$ cat config.mk
export PLATFORM = sky130hd
export DESIGN_NAME = sha1_round_ctrl
export DESIGN_NICKNAME = d
export VERILOG_FILES = /design/src/rtl/sha1_round_ctrl.sv
export SDC_FILE = /design/constraint.sdc
export NUM_CORES = 1
export LEC_CHECK = 0
export ABC_AREA = 1
export CORE_ASPECT_RATIO = 2
export CORE_MARGIN = 3
export CORE_UTILIZATION = 31
export CTS_CLUSTER_DIAMETER = 150
export DETAILED_ROUTE_END_ITERATION = 7
export PLACE_DENSITY = 0.53
export SYNTH_ARGS = -nofsm -noshare
export SYNTH_HDL_FRONTEND = slang
export SYNTH_SLANG_ARGS = --single-unit
$ cat constraint.sdc
create_clock -name wb_clk_i -period 1.75 [get_ports wb_clk_i]
set_input_delay 0.35 -clock wb_clk_i [delete_from_list [all_inputs] [get_ports wb_clk_i]]
set_output_delay 0.35 -clock wb_clk_i [all_outputs]
set_load 0.1 [all_outputs]
$ cat src/rtl/sha1_round_ctrl.sv
`default_nettype none
// ============================================================================
// Module      : sha1_round_ctrl
// Description : Block sequencer for the SHA-1 compression datapath: loads
//               16 message words, steps 80 rounds, updates H, pulses done.
//               Optional abort support is compiled in with SHA1_CTRL_ABORT_EN.
// Revision    : 1.0  initial release
// ============================================================================
module sha1_round_ctrl #(
    parameter int ROUNDS    = 80,
    parameter int MSG_WORDS = 16,
    parameter int CNT_W     = 7
) (
    input  logic             wb_clk_i,
    input  logic             wb_rst_i,
    input  logic             start,
    input  logic             first_block,
    input  logic             word_valid,
`ifdef SHA1_CTRL_ABORT_EN
    input  logic             abort,
    output logic             aborted,
`endif
    output logic             word_ready,
    output logic [3:0]       word_idx,
    output logic             w_load,
    output logic             h_init,
    output logic             round_en,
    output logic [CNT_W-1:0] round_idx,
    output logic [1:0]       f_sel,
    output logic             w_expand,
    output logic             h_update,
    output logic             done,
    output logic             busy
);

    localparam logic [2:0] c_idle  = 3'd0;
    localparam logic [2:0] c_load  = 3'd1;
    localparam logic [2:0] c_round = 3'd2;
    localparam logic [2:0] c_final = 3'd3;
    localparam logic [2:0] c_done  = 3'd4;

    localparam logic [3:0]       c_last_word  = 4'(MSG_WORDS - 1);
    localparam logic [CNT_W-1:0] c_last_round = CNT_W'(ROUNDS - 1);
    localparam logic [CNT_W-1:0] c_msg_words  = CNT_W'(MSG_WORDS);
    // f/K group boundaries: the 80 rounds split into four equal quarters
    localparam logic [CNT_W-1:0] c_q1         = CNT_W'(ROUNDS / 4);
    localparam logic [CNT_W-1:0] c_q2         = CNT_W'(ROUNDS / 2);
    localparam logic [CNT_W-1:0] c_q3         = CNT_W'((3 * ROUNDS) / 4);

    logic [2:0]       r_state_q;
    logic [2:0]       w_state_d;
    logic [3:0]       r_word_idx_q;
    logic [3:0]       w_word_idx_d;
    logic [CNT_W-1:0] r_round_idx_q;
    logic [CNT_W-1:0] w_round_idx_d;
    logic             r_h_init_q;
    logic             w_h_init_d;
`ifdef SHA1_CTRL_ABORT_EN
    logic             r_aborted_q;
    logic             w_aborted_d;
`endif

    logic             w_in_load;
    logic             w_in_round;
    logic             w_accept;

    assign w_in_load  = (r_state_q == c_load);
    assign w_in_round = (r_state_q == c_round);
    assign w_accept   = w_in_load & word_valid;

    always_comb begin
        w_state_d     = r_state_q;
        w_word_idx_d  = r_word_idx_q;
        w_round_idx_d = r_round_idx_q;
        w_h_init_d    = 1'b0;
`ifdef SHA1_CTRL_ABORT_EN
        w_aborted_d   = 1'b0;
`endif
        case (r_state_q)
            c_idle: begin
                if (start) begin
                    w_state_d  = c_load;
                    w_h_init_d = first_block;
                end
            end
            c_load: begin
                if (word_valid) begin
                    if (r_word_idx_q == c_last_word) begin
                        w_state_d     = c_round;
                        w_word_idx_d  = 4'd0;
                        w_round_idx_d = '0;
                    end else begin
                        w_word_idx_d = r_word_idx_q + 4'd1;
                    end
                end
            end
            c_round: begin
                if (r_round_idx_q == c_last_round) begin
                    w_state_d = c_final;
                end else begin
                    w_round_idx_d = r_round_idx_q + CNT_W'(1);
                end
            end
            c_final: begin
                w_state_d = c_done;
            end
            c_done: begin
                w_state_d     = c_idle;
                w_word_idx_d  = 4'd0;
                w_round_idx_d = '0;
            end
            default: begin
                w_state_d     = c_idle;
                w_word_idx_d  = 4'd0;
                w_round_idx_d = '0;
            end
        endcase
`ifdef SHA1_CTRL_ABORT_EN
        // Abort overrides every transition, including ROUND -> FINAL
        if (abort && (r_state_q != c_idle)) begin
            w_state_d     = c_idle;
            w_word_idx_d  = 4'd0;
            w_round_idx_d = '0;
            w_h_init_d    = 1'b0;
            w_aborted_d   = 1'b1;
        end
`endif
    end

    always_ff @(posedge wb_clk_i) begin
        if (wb_rst_i) begin
            r_state_q     <= c_idle;
            r_word_idx_q  <= 4'd0;
            r_round_idx_q <= '0;
            r_h_init_q    <= 1'b0;
`ifdef SHA1_CTRL_ABORT_EN
            r_aborted_q   <= 1'b0;
`endif
        end else begin
            r_state_q     <= w_state_d;
            r_word_idx_q  <= w_word_idx_d;
            r_round_idx_q <= w_round_idx_d;
            r_h_init_q    <= w_h_init_d;
`ifdef SHA1_CTRL_ABORT_EN
            r_aborted_q   <= w_aborted_d;
`endif
        end
    end

    always_comb begin
        f_sel = 2'd0;
        if (w_in_round) begin
            if (r_round_idx_q < c_q1) begin
                f_sel = 2'd0;
            end else if (r_round_idx_q < c_q2) begin
                f_sel = 2'd1;
            end else if (r_round_idx_q < c_q3) begin
                f_sel = 2'd2;
            end else begin
                f_sel = 2'd3;
            end
        end
    end

    assign word_ready = w_in_load;
    assign w_load     = w_accept;
    assign word_idx   = r_word_idx_q;
    assign h_init     = r_h_init_q;
    assign round_en   = w_in_round;
    assign round_idx  = r_round_idx_q;
    assign w_expand   = w_in_round & (r_round_idx_q >= c_msg_words);
    assign h_update   = (r_state_q == c_final);
    assign done       = (r_state_q == c_done);
    assign busy       = (r_state_q != c_idle);
`ifdef SHA1_CTRL_ABORT_EN
    assign aborted    = r_aborted_q;
`endif

endmodule
`default_nettype wire

### After elaboration in Yosys (flattened, before gate mapping)

Cells that the tools add are included.

* bits in latches: 0
* output and inout bits: 21
* memories: 0
* word-level logic and storage cells: 51
* bits in writable memories: 0
* bits of input ports: 5
* ROM bits: 0
* register bits: 15

* muxes and demuxes: 16
* div/mod/pow operators: 0
* add/sub/neg operators: 2
* reductions and logical operators: 8
* bitwise gates (word level): 6
* $lt $le $gt $ge: 4
* shifts and indexed selects: 0
* multipliers: 0
* eq/ne operators: 11

Operator list (count)
* 7-bit 2-to-1 mux: 3
* 7-bit case mux with 3 select lines: 1
* 7-bit by 6-bit less-than comparator with 1-bit output (second input constant): 2
* 3-bit 2-to-1 mux: 4
* 3-bit case mux with 4 select lines: 1
* 4-bit 2-to-1 mux: 2
* 4-bit case mux with 2 select lines: 1
* 4-bit AND reduction: 2
* 7-bit by 1-bit adder with 7-bit output (second input constant): 1
* 7-bit equality test (second input constant): 1
* 7-bit by 5-bit greater-or-equal comparator with 1-bit output (second input constant): 1
* 7-bit by 5-bit less-than comparator with 1-bit output (second input constant): 1
* 3-bit by 2-bit equality test with 1-bit output (second input constant): 2
* 2-bit 2-to-1 mux: 3
* 2-bit != test (second input constant): 3
* 3-bit OR reduction: 2
* 4-bit by 1-bit adder with 4-bit output (second input constant): 1
* 4-bit equality test (second input constant): 1
* 2-bit by 1-bit != test with 1-bit output (second input constant): 2
* 1-bit NOT: 4
* 3-bit by 1-bit equality test with 1-bit output (second input constant): 1
* 3-bit equality test (second input constant): 1
* 3-bit logical NOT: 1
* 3-bit nonzero test: 1
* 4 further kinds: 5

### Logic depth before layout (Yosys ltp)

Gate-level depths: netlist (run 1).

* depth after elaboration: 5
* gate-level depth with buffers: 9
* mapped depth without buffers: 9

### Worst setup path before layout (run 1)

OpenSTA, ideal clock, no wires.

* path kind: register to output
* from: register r_round_idx_q[2] (netlist: round_idx[2])
* to: output port f_sel[0]
* stages on the path, launching flop included: 6
* data required time: 1400 ps
* arrival: 2783 ps
* path buffers: 1
* setup slack: -1383 ps
* cell sequence: dfxtp_1 buf_2 nor2_1 o21ai_0 o21ai_0 nor2_1

* cells in the longest elaborated chain, start to end: 5
* elaborated cells between the ends (all ways): 7
* classes of those cells: order compare (3); mux (4)

RTL lines
* start, declared: line 54 `logic [CNT_W-1:0] r_round_idx_q;`
* start signal, assigned: line 142 `r_round_idx_q <= w_round_idx_d;`
* 7-bit by 6-bit less-than comparator with 1-bit output: line 157 `end else if (r_round_idx_q < c_q3) begin`
* 1-bit 2-to-1 mux: line 157
* 2-bit 2-to-1 mux: line 155 `end else if (r_round_idx_q < c_q2) begin`
* 2-bit 2-to-1 mux (*): line 153 `if (r_round_idx_q < c_q1) begin`
* 2-bit 2-to-1 mux (*): line 152 `if (w_in_round) begin`
* end, declared: line 29 `output logic [1:0] f_sel,`

Mark *: on every way between the ends. The rest lies on a longest branch, timed or not.

### Final worst setup path (run 1)

* from: register r_round_idx_q[3] (netlist: round_idx[3])
* to: output port f_sel[0]

Same word-level chain as after synthesis.

==> results.md, run 1 <==
- Outcome: finished, final reports clean
- CTS tree: done
- Worst-Skew Late Latency: about 240 ps
- Cell variety after synth: 25
- # setup viols final: 0
- Arrival time worst endpoint: ~1400 ps
- Worst Setup Path Type: reg2out
- CTS clk-pin slew, worst paths: 60 ps
- Main flop type after synthesis: dfxtp_1
- ANT cells: 0
- Setup TNS Final: 0 ps
- PortBufs: 25
- Final worst path period share: 0.980
- Maximum fanout along the worst path: 8
- Vias per Instance: approximately 5
- Worst slew pin tran: about 350 ps
- Post-Place Cells: just under 200
- Max-Cap Viols: 0
- Htree depth: 1
- Worst setup EP type: output pin
- Vias in the first global route: roughly 1,000
- Slew headroom: 0.763
- Clock Path Buffers: 2
- Syn_nets: ~150
- Final Hold Viols: 0
- Hpwl dp: roughly 2200 um
- Req. time, crit path: 1400 ps
- Placed cell area: about 1500 um2
- Clock power frac: 0.120
- TritonCTS Buffers: 3
- Clock Sink Count: 15
- Antenna viol nets, final: 0
- Vias: between 1,000 and 1,500
- FF+latch count, synth: 15
- Pins Over Slew Limit: 0
- FFs w/ async S/R, synth: 0
- HP Class: reg2reg
- Net Sw Power: 1290 uW
- WL/cell: about 13 um
- Routed wire length: around 2600 um
- Residual DRC: 0
- First-pass GRT wire length: approximately 4400 um
- Layout Nets: between 150 and 200
- Largest net degree at the start of global routing: 10
- DR pass1 iterations: 4
- Final GP Congestion: about 0.93
- Initial Util: 0.327
- Chip width: 44.4 um
- Pleak: 0.000641 uW
- Worst vdd ir: 1330 uV
- Core ar.: between 2000 and 3000 um2
- Clock root cell: clkbuf_8
- Chip height: around 83 um
- Cells after Synth: between 100 and 150
- Seq pwr share: 0.219
- Syn-to-layout area delta: 69.0%
- Cts-stage hold buffer count: 0
- Layout cells sized above 1: 0.363
- Switching Fraction: 0.550
- Yosys warnings: 0
- Num rows: 27
- Critical Path Start Type: register
- Final cell count without fillers: approximately 200
- Fmax: between 0.5 and 0.6 GHz
- Post-synthesis sequential area ratio: 0.328
- I/O pin cnt: 26
- Total Die Area: approximately 3700 um2
- Number of setup buffers added after CTS: 0
- RSZ-0062 raised after global routing: yes
- Int Power: about 1100 uW
- Initial antenna violation count: 0
- Pwr dens: 1520 nW/um2
- Starting DRT DRC Count: 16
- EDFF count, synth: 0
- Hold slack final: 507 ps
- Combinational fraction of design power: 0.661
- Fillers: ~270
- Mapped Avg Cell Area: around 6.6 um2
- Netlist Area Pre-Place: around 920 um2
- GRT Residual Overflow: 0
- Design area: roughly 1500 um2
- Tot GR Track Use: 0.155
- Minimum clock period: roughly 1700 ps
- Skew final: about 2.2 ps
[state kept, by name, indices dropped and copies added, names as in the netlist]
register / flops
r_state_q: 3
h_init: 1
round_idx: 7
word_idx: 4
[power groups by stage]
stage | clock network [uW] | logic (uW) | registers [uW]
4_1_cts | 284 | 1560 | 512
3_3_place_gp | 0 | 1540 | 518
3_5_place_dp | 0 | 1550 | 518
5_1_grt | 303 | 1640 | 529
6_report | 281 | 1550 | 516
2_1_floorplan | 0 | 847 | 713
[cell families (layout without fill, tap and decap cells)]
family	count (synthesis)	count (layout)	synth area share
AND/OR/NAND/NOR	79	79	0.422
buffers and inverters	22	51	0.0943
XOR/XNOR	1	1	0.00956
adder cells (fa/ha/maj)	2	2	0.0273
flip-flops	15	15	0.328
AO/OA/AOI/OAI	20	20	0.119
[cells in the mapped netlist (2+ instances only)]
library cell | count | share of area
nor2_4 | 2 | 0.025
o211ai_1 | 2 | 0.016
inv_2 | 2 | 0.0082
o21ai_0 | 4 | 0.022
nand2_1 | 29 | 0.12
ha_1 | 2 | 0.027
nand4_1 | 4 | 0.027
nand3_1 | 12 | 0.066
a21oi_1 | 13 | 0.071
nor2_1 | 22 | 0.090
dfxtp_1 | 15 | 0.33
nand2_4 | 2 | 0.025
inv_1 | 17 | 0.070
nand2_2 | 2 | 0.014
[metal layers]
layer / global-route usage / wire (um) / up-vias
li1: - / - / 509
met1: 0.152 / 910 / 467
met2: 0.290 / 1490 / 29
met3: 0.0195 / 74 / 8
met4: 0.0797 / 72 / 0
met5: 0 / 0 / -
[layout by cell type (no fill, tap or decap), drive strengths merged]
cell            n
clkdlybuf4s50   4
nor3            1
nor2           25
nand4           4
clkbuf          4
xor2            1
ha              2
inv            20
nand2          33
nand3b          1
o211ai          2
buf            23
dfxtp          15
a21oi          14
nand3          14
nor4            1
o21ai           4
[critical path: stages (launching register included)]
cell	delay, ps
dfxtp_4	380
o211ai_1	340
o21ai_2	110
nor2_4	110
buf_12	180
[per-stage QoR]
stage | util | total power [uW] | setup WS [ps]
6_report | 0.552 | 2350 | 35.6
3_5_place_dp | 0.531 | 2070 | 80.5
4_1_cts | 0.549 | 2360 | 11.8
5_1_grt | 0.552 | 2480 | -43.7
3_3_place_gp | 0.531 | 2060 | 98.6
2_1_floorplan | - | 1560 | -333
[timing repair]
action                                  in CTS  in global routing
endpoints found under the setup margin       3                  4
pin swaps                                    0                  1
resized for setup                            3                  5
[layout make-up]
cell class | count | area [um2] | share of cell area
sequential | 15 | 327 | 0.211
clock buffer | 4 | 45.0 | 0.0291
tap | 29 | 36.3 | 0.0234
inverter | 20 | 77.6 | 0.0501
timing repair buffer | 27 | 475 | 0.307
multi-input combinational | 102 | 587 | 0.379
[final timing paths]
path	startpoint	to	slack (ps)	cells after the start
max	round_idx[3]	f_sel[0]	40	4
min	r_state_q[1]	r_state_q[2]	510	2
max reg2reg	round_idx[0]	r_state_q[1]	290	6
min reg2reg	r_state_q[1]	r_state_q[2]	510	2
Power figures use the tool's default switching activity.
==> run 2, diff against run 1 <==
SLEW_MARGIN = 20   (was not set)
==> results of run 2 <==
The final DEF is identical to that of run 1; final timing and power are the same.
==> run 3, diff against run 2 <==
PLACE_DENSITY = not set   (was 0.53)
==> run 3 against run 2 <==
Sequential share of layout area unchanged. Final area did not move. Hold slack improved by 0.80 ps. Clock power up 2%. Core utilization is the same. Highest routed layer unchanged. Largest power group unchanged. Largest cell class unchanged. Clock skew fell by 1.5 ps. Wire length down 1.8%. Global-route usage is 0.47 points lower. Critical endpoint unchanged. Maximum frequency decreased by 0.77%. Clock-buffer cell count is the same. Non-clock buffer count unchanged.
==> results.md, run 3 (synthesized netlist as in run 1, its figures left out) <==
- Hpwl dp: between 2000 and 2500 um
- CP Cell Sequence: o211ai_1 -> o21ai_2 -> nor2_4 -> buf_12
- Clock root cell: clkbuf_8
- Outcome: finished, final reports clean
- Fmax: a little under 0.6 GHz
- Pleak: roughly 0.00064 uW
- Starting DRT DRC Count: 12
- Residual DRC: 0
- Slowest cell on crit path: dfxtp_4
- Antenna viol nets, final: 0
- Vias per Instance: ~5.1
- Max-Cap Viols: 0
- Pins Over Slew Limit: 0
- Tot GR Track Use: 0.150
- HP Class: reg2reg
- CTS clk-pin slew, worst paths: about 60 ps
- Worst setup EP type: output pin
- Power, Total: around 2400 uW
- Req. time, crit path: ~1400 ps
- Clock power frac: 0.121
- Pre-CTS setup slack: between 60 and 70 ps
- Largest register FFs: 7
- Core ar.: 2800 um2
- RSZ-0062 raised after global routing: yes
- Initial Util: 0.327
- Setup ws final: between 20 and 25 ps
- Initial antenna violation count: 0
- Num rows: 27
- Minimum clock period: 1730 ps
- Chip height: 82.9 um
- TritonCTS Buffers: 3
- Switching Fraction: 0.550
- Htree depth: 1
- Seq pwr share: 0.220
- Layout cells sized above 1: 0.363
- Skew final: around 0.69 ps
- Commonest non-fill, non-tap cells in the layout: nand2_1 (29), buf_12 (21), nor2_1 (18)
- I/O pin cnt: 26
- DR pass1 iterations: 5
- Pwr dens: approximately 1500 nW/um2
- Critical Path Start Type: register
- Clock Sink Count: 15
- PortBufs: 25
- Routed wire length: roughly 2500 um
- # setup viols final: 0
- Chip width: 44.4 um
- Layout Nets: roughly 180
- Post-Place Cells: about 190
- Worst Setup Path Type: reg2out
- Final worst path period share: 0.987
- Worst-Skew Late Latency: between 200 and 300 ps
- CTS tree: done
- Most common cell after layout, fill and taps aside: nand2_1
- Worst slew pin tran: ~360 ps
- Largest net degree at the start of global routing: 9
- WP buf/inv: 1
- Final GP Congestion: between 0.8 and 0.9
- Arrival time worst endpoint: 1380 ps
- Cts-stage hold buffer count: 0
- Final cell count without fillers: 197
- Vias in the first global route: ~1,000
- ANT cells: 0
- Net Sw Power: ~1300 uW
- Combinational fraction of design power: 0.659
- Setup TNS Final: 0 ps
- Slowest stage delay, CP: about 380 ps
- GRT Residual Overflow: 0
- Total Die Area: between 3000 and 4000 um2
- Syn-to-layout area delta: 69.0%
- Slew headroom: 0.760
- Maximum fanout along the worst path: 8
- Final Hold Viols: 0
- Clock Path Buffers: 2
- First-pass GRT wire length: roughly 4200 um
- Vias: 1,005
- WL/cell: between 10 and 15 um
- Worst vdd ir: 910 uV
- Int Power: between 1000 and 1500 uW
- Top delay family on crit path: compound AO/OA/AOI/OAI gates
==> run 3: repair_timing <==
item,CTS,global route
gates resized for setup,3,6
endpoints found under the setup margin,4,6
setup buffers,0,0
hold endpoints to repair,0,0
==> run 3: area by class of cell <==
cell class,count,area (um2)
sequential,15,327
fill,258,1260
clock buffer,4,45.0
multi-input combinational,102,587
timing repair buffer,27,475
inverter,20,77.6
tap,29,36.3
==> run 3: worst paths after layout <==
| path | startpoint | endpoint | slack (ps) | cells past startpoint |
|---|---|---|---|---|
| setup / recovery | round_idx[3] | f_sel[0] | 20 | 4 |
| hold / removal | word_idx[1] | word_idx[1] | 510 | 2 |
| setup reg to reg | round_idx[0] | r_state_q[0] | 300 | 7 |
| hold reg to reg | word_idx[1] | word_idx[1] | 510 | 2 |
==> run 3: power by group through the flow <==
stage	clock [uW]	sequential, uW	combinational (uW)
after floorplan	0	713	847
after CTS	285	514	1560
final	286	520	1560
after global placement	0	516	1530
after detailed placement	0	517	1550
after global routing	306	532	1650
==> run 3: worst reg2reg max path: stages (launching register included) <==
cell and delay [ps]:
dfxtp_2 420, ha_1 230, nand3_1 160, nor2_4 170, nor2_1 100, nor2_1 120, nand2_1 70, a21oi_1 110
==> run 3: routing by layer <==
| layer | GRT usage | vias up | routed length [um] |
|---|---|---|---|
| met5 | 0 | - | 0 |
| met4 | 0.0989 | 0 | 86 |
| met3 | 0.0325 | 7 | 93 |
| met2 | 0.291 | 24 | 1520 |
| met1 | 0.118 | 468 | 802 |
| li1 | - | 506 | - |
==> run 3: through the flow <==
step | hold WS (ps) | utilization | instance area [um2]
floorplan | 498 | - | 986
finish | 508 | 0.552 | 1550
CTS | 506 | 0.549 | 1540
detailed placement | 496 | 0.531 | 1490
global route | 526 | 0.552 | 1550
global placement | 491 | 0.531 | 1490
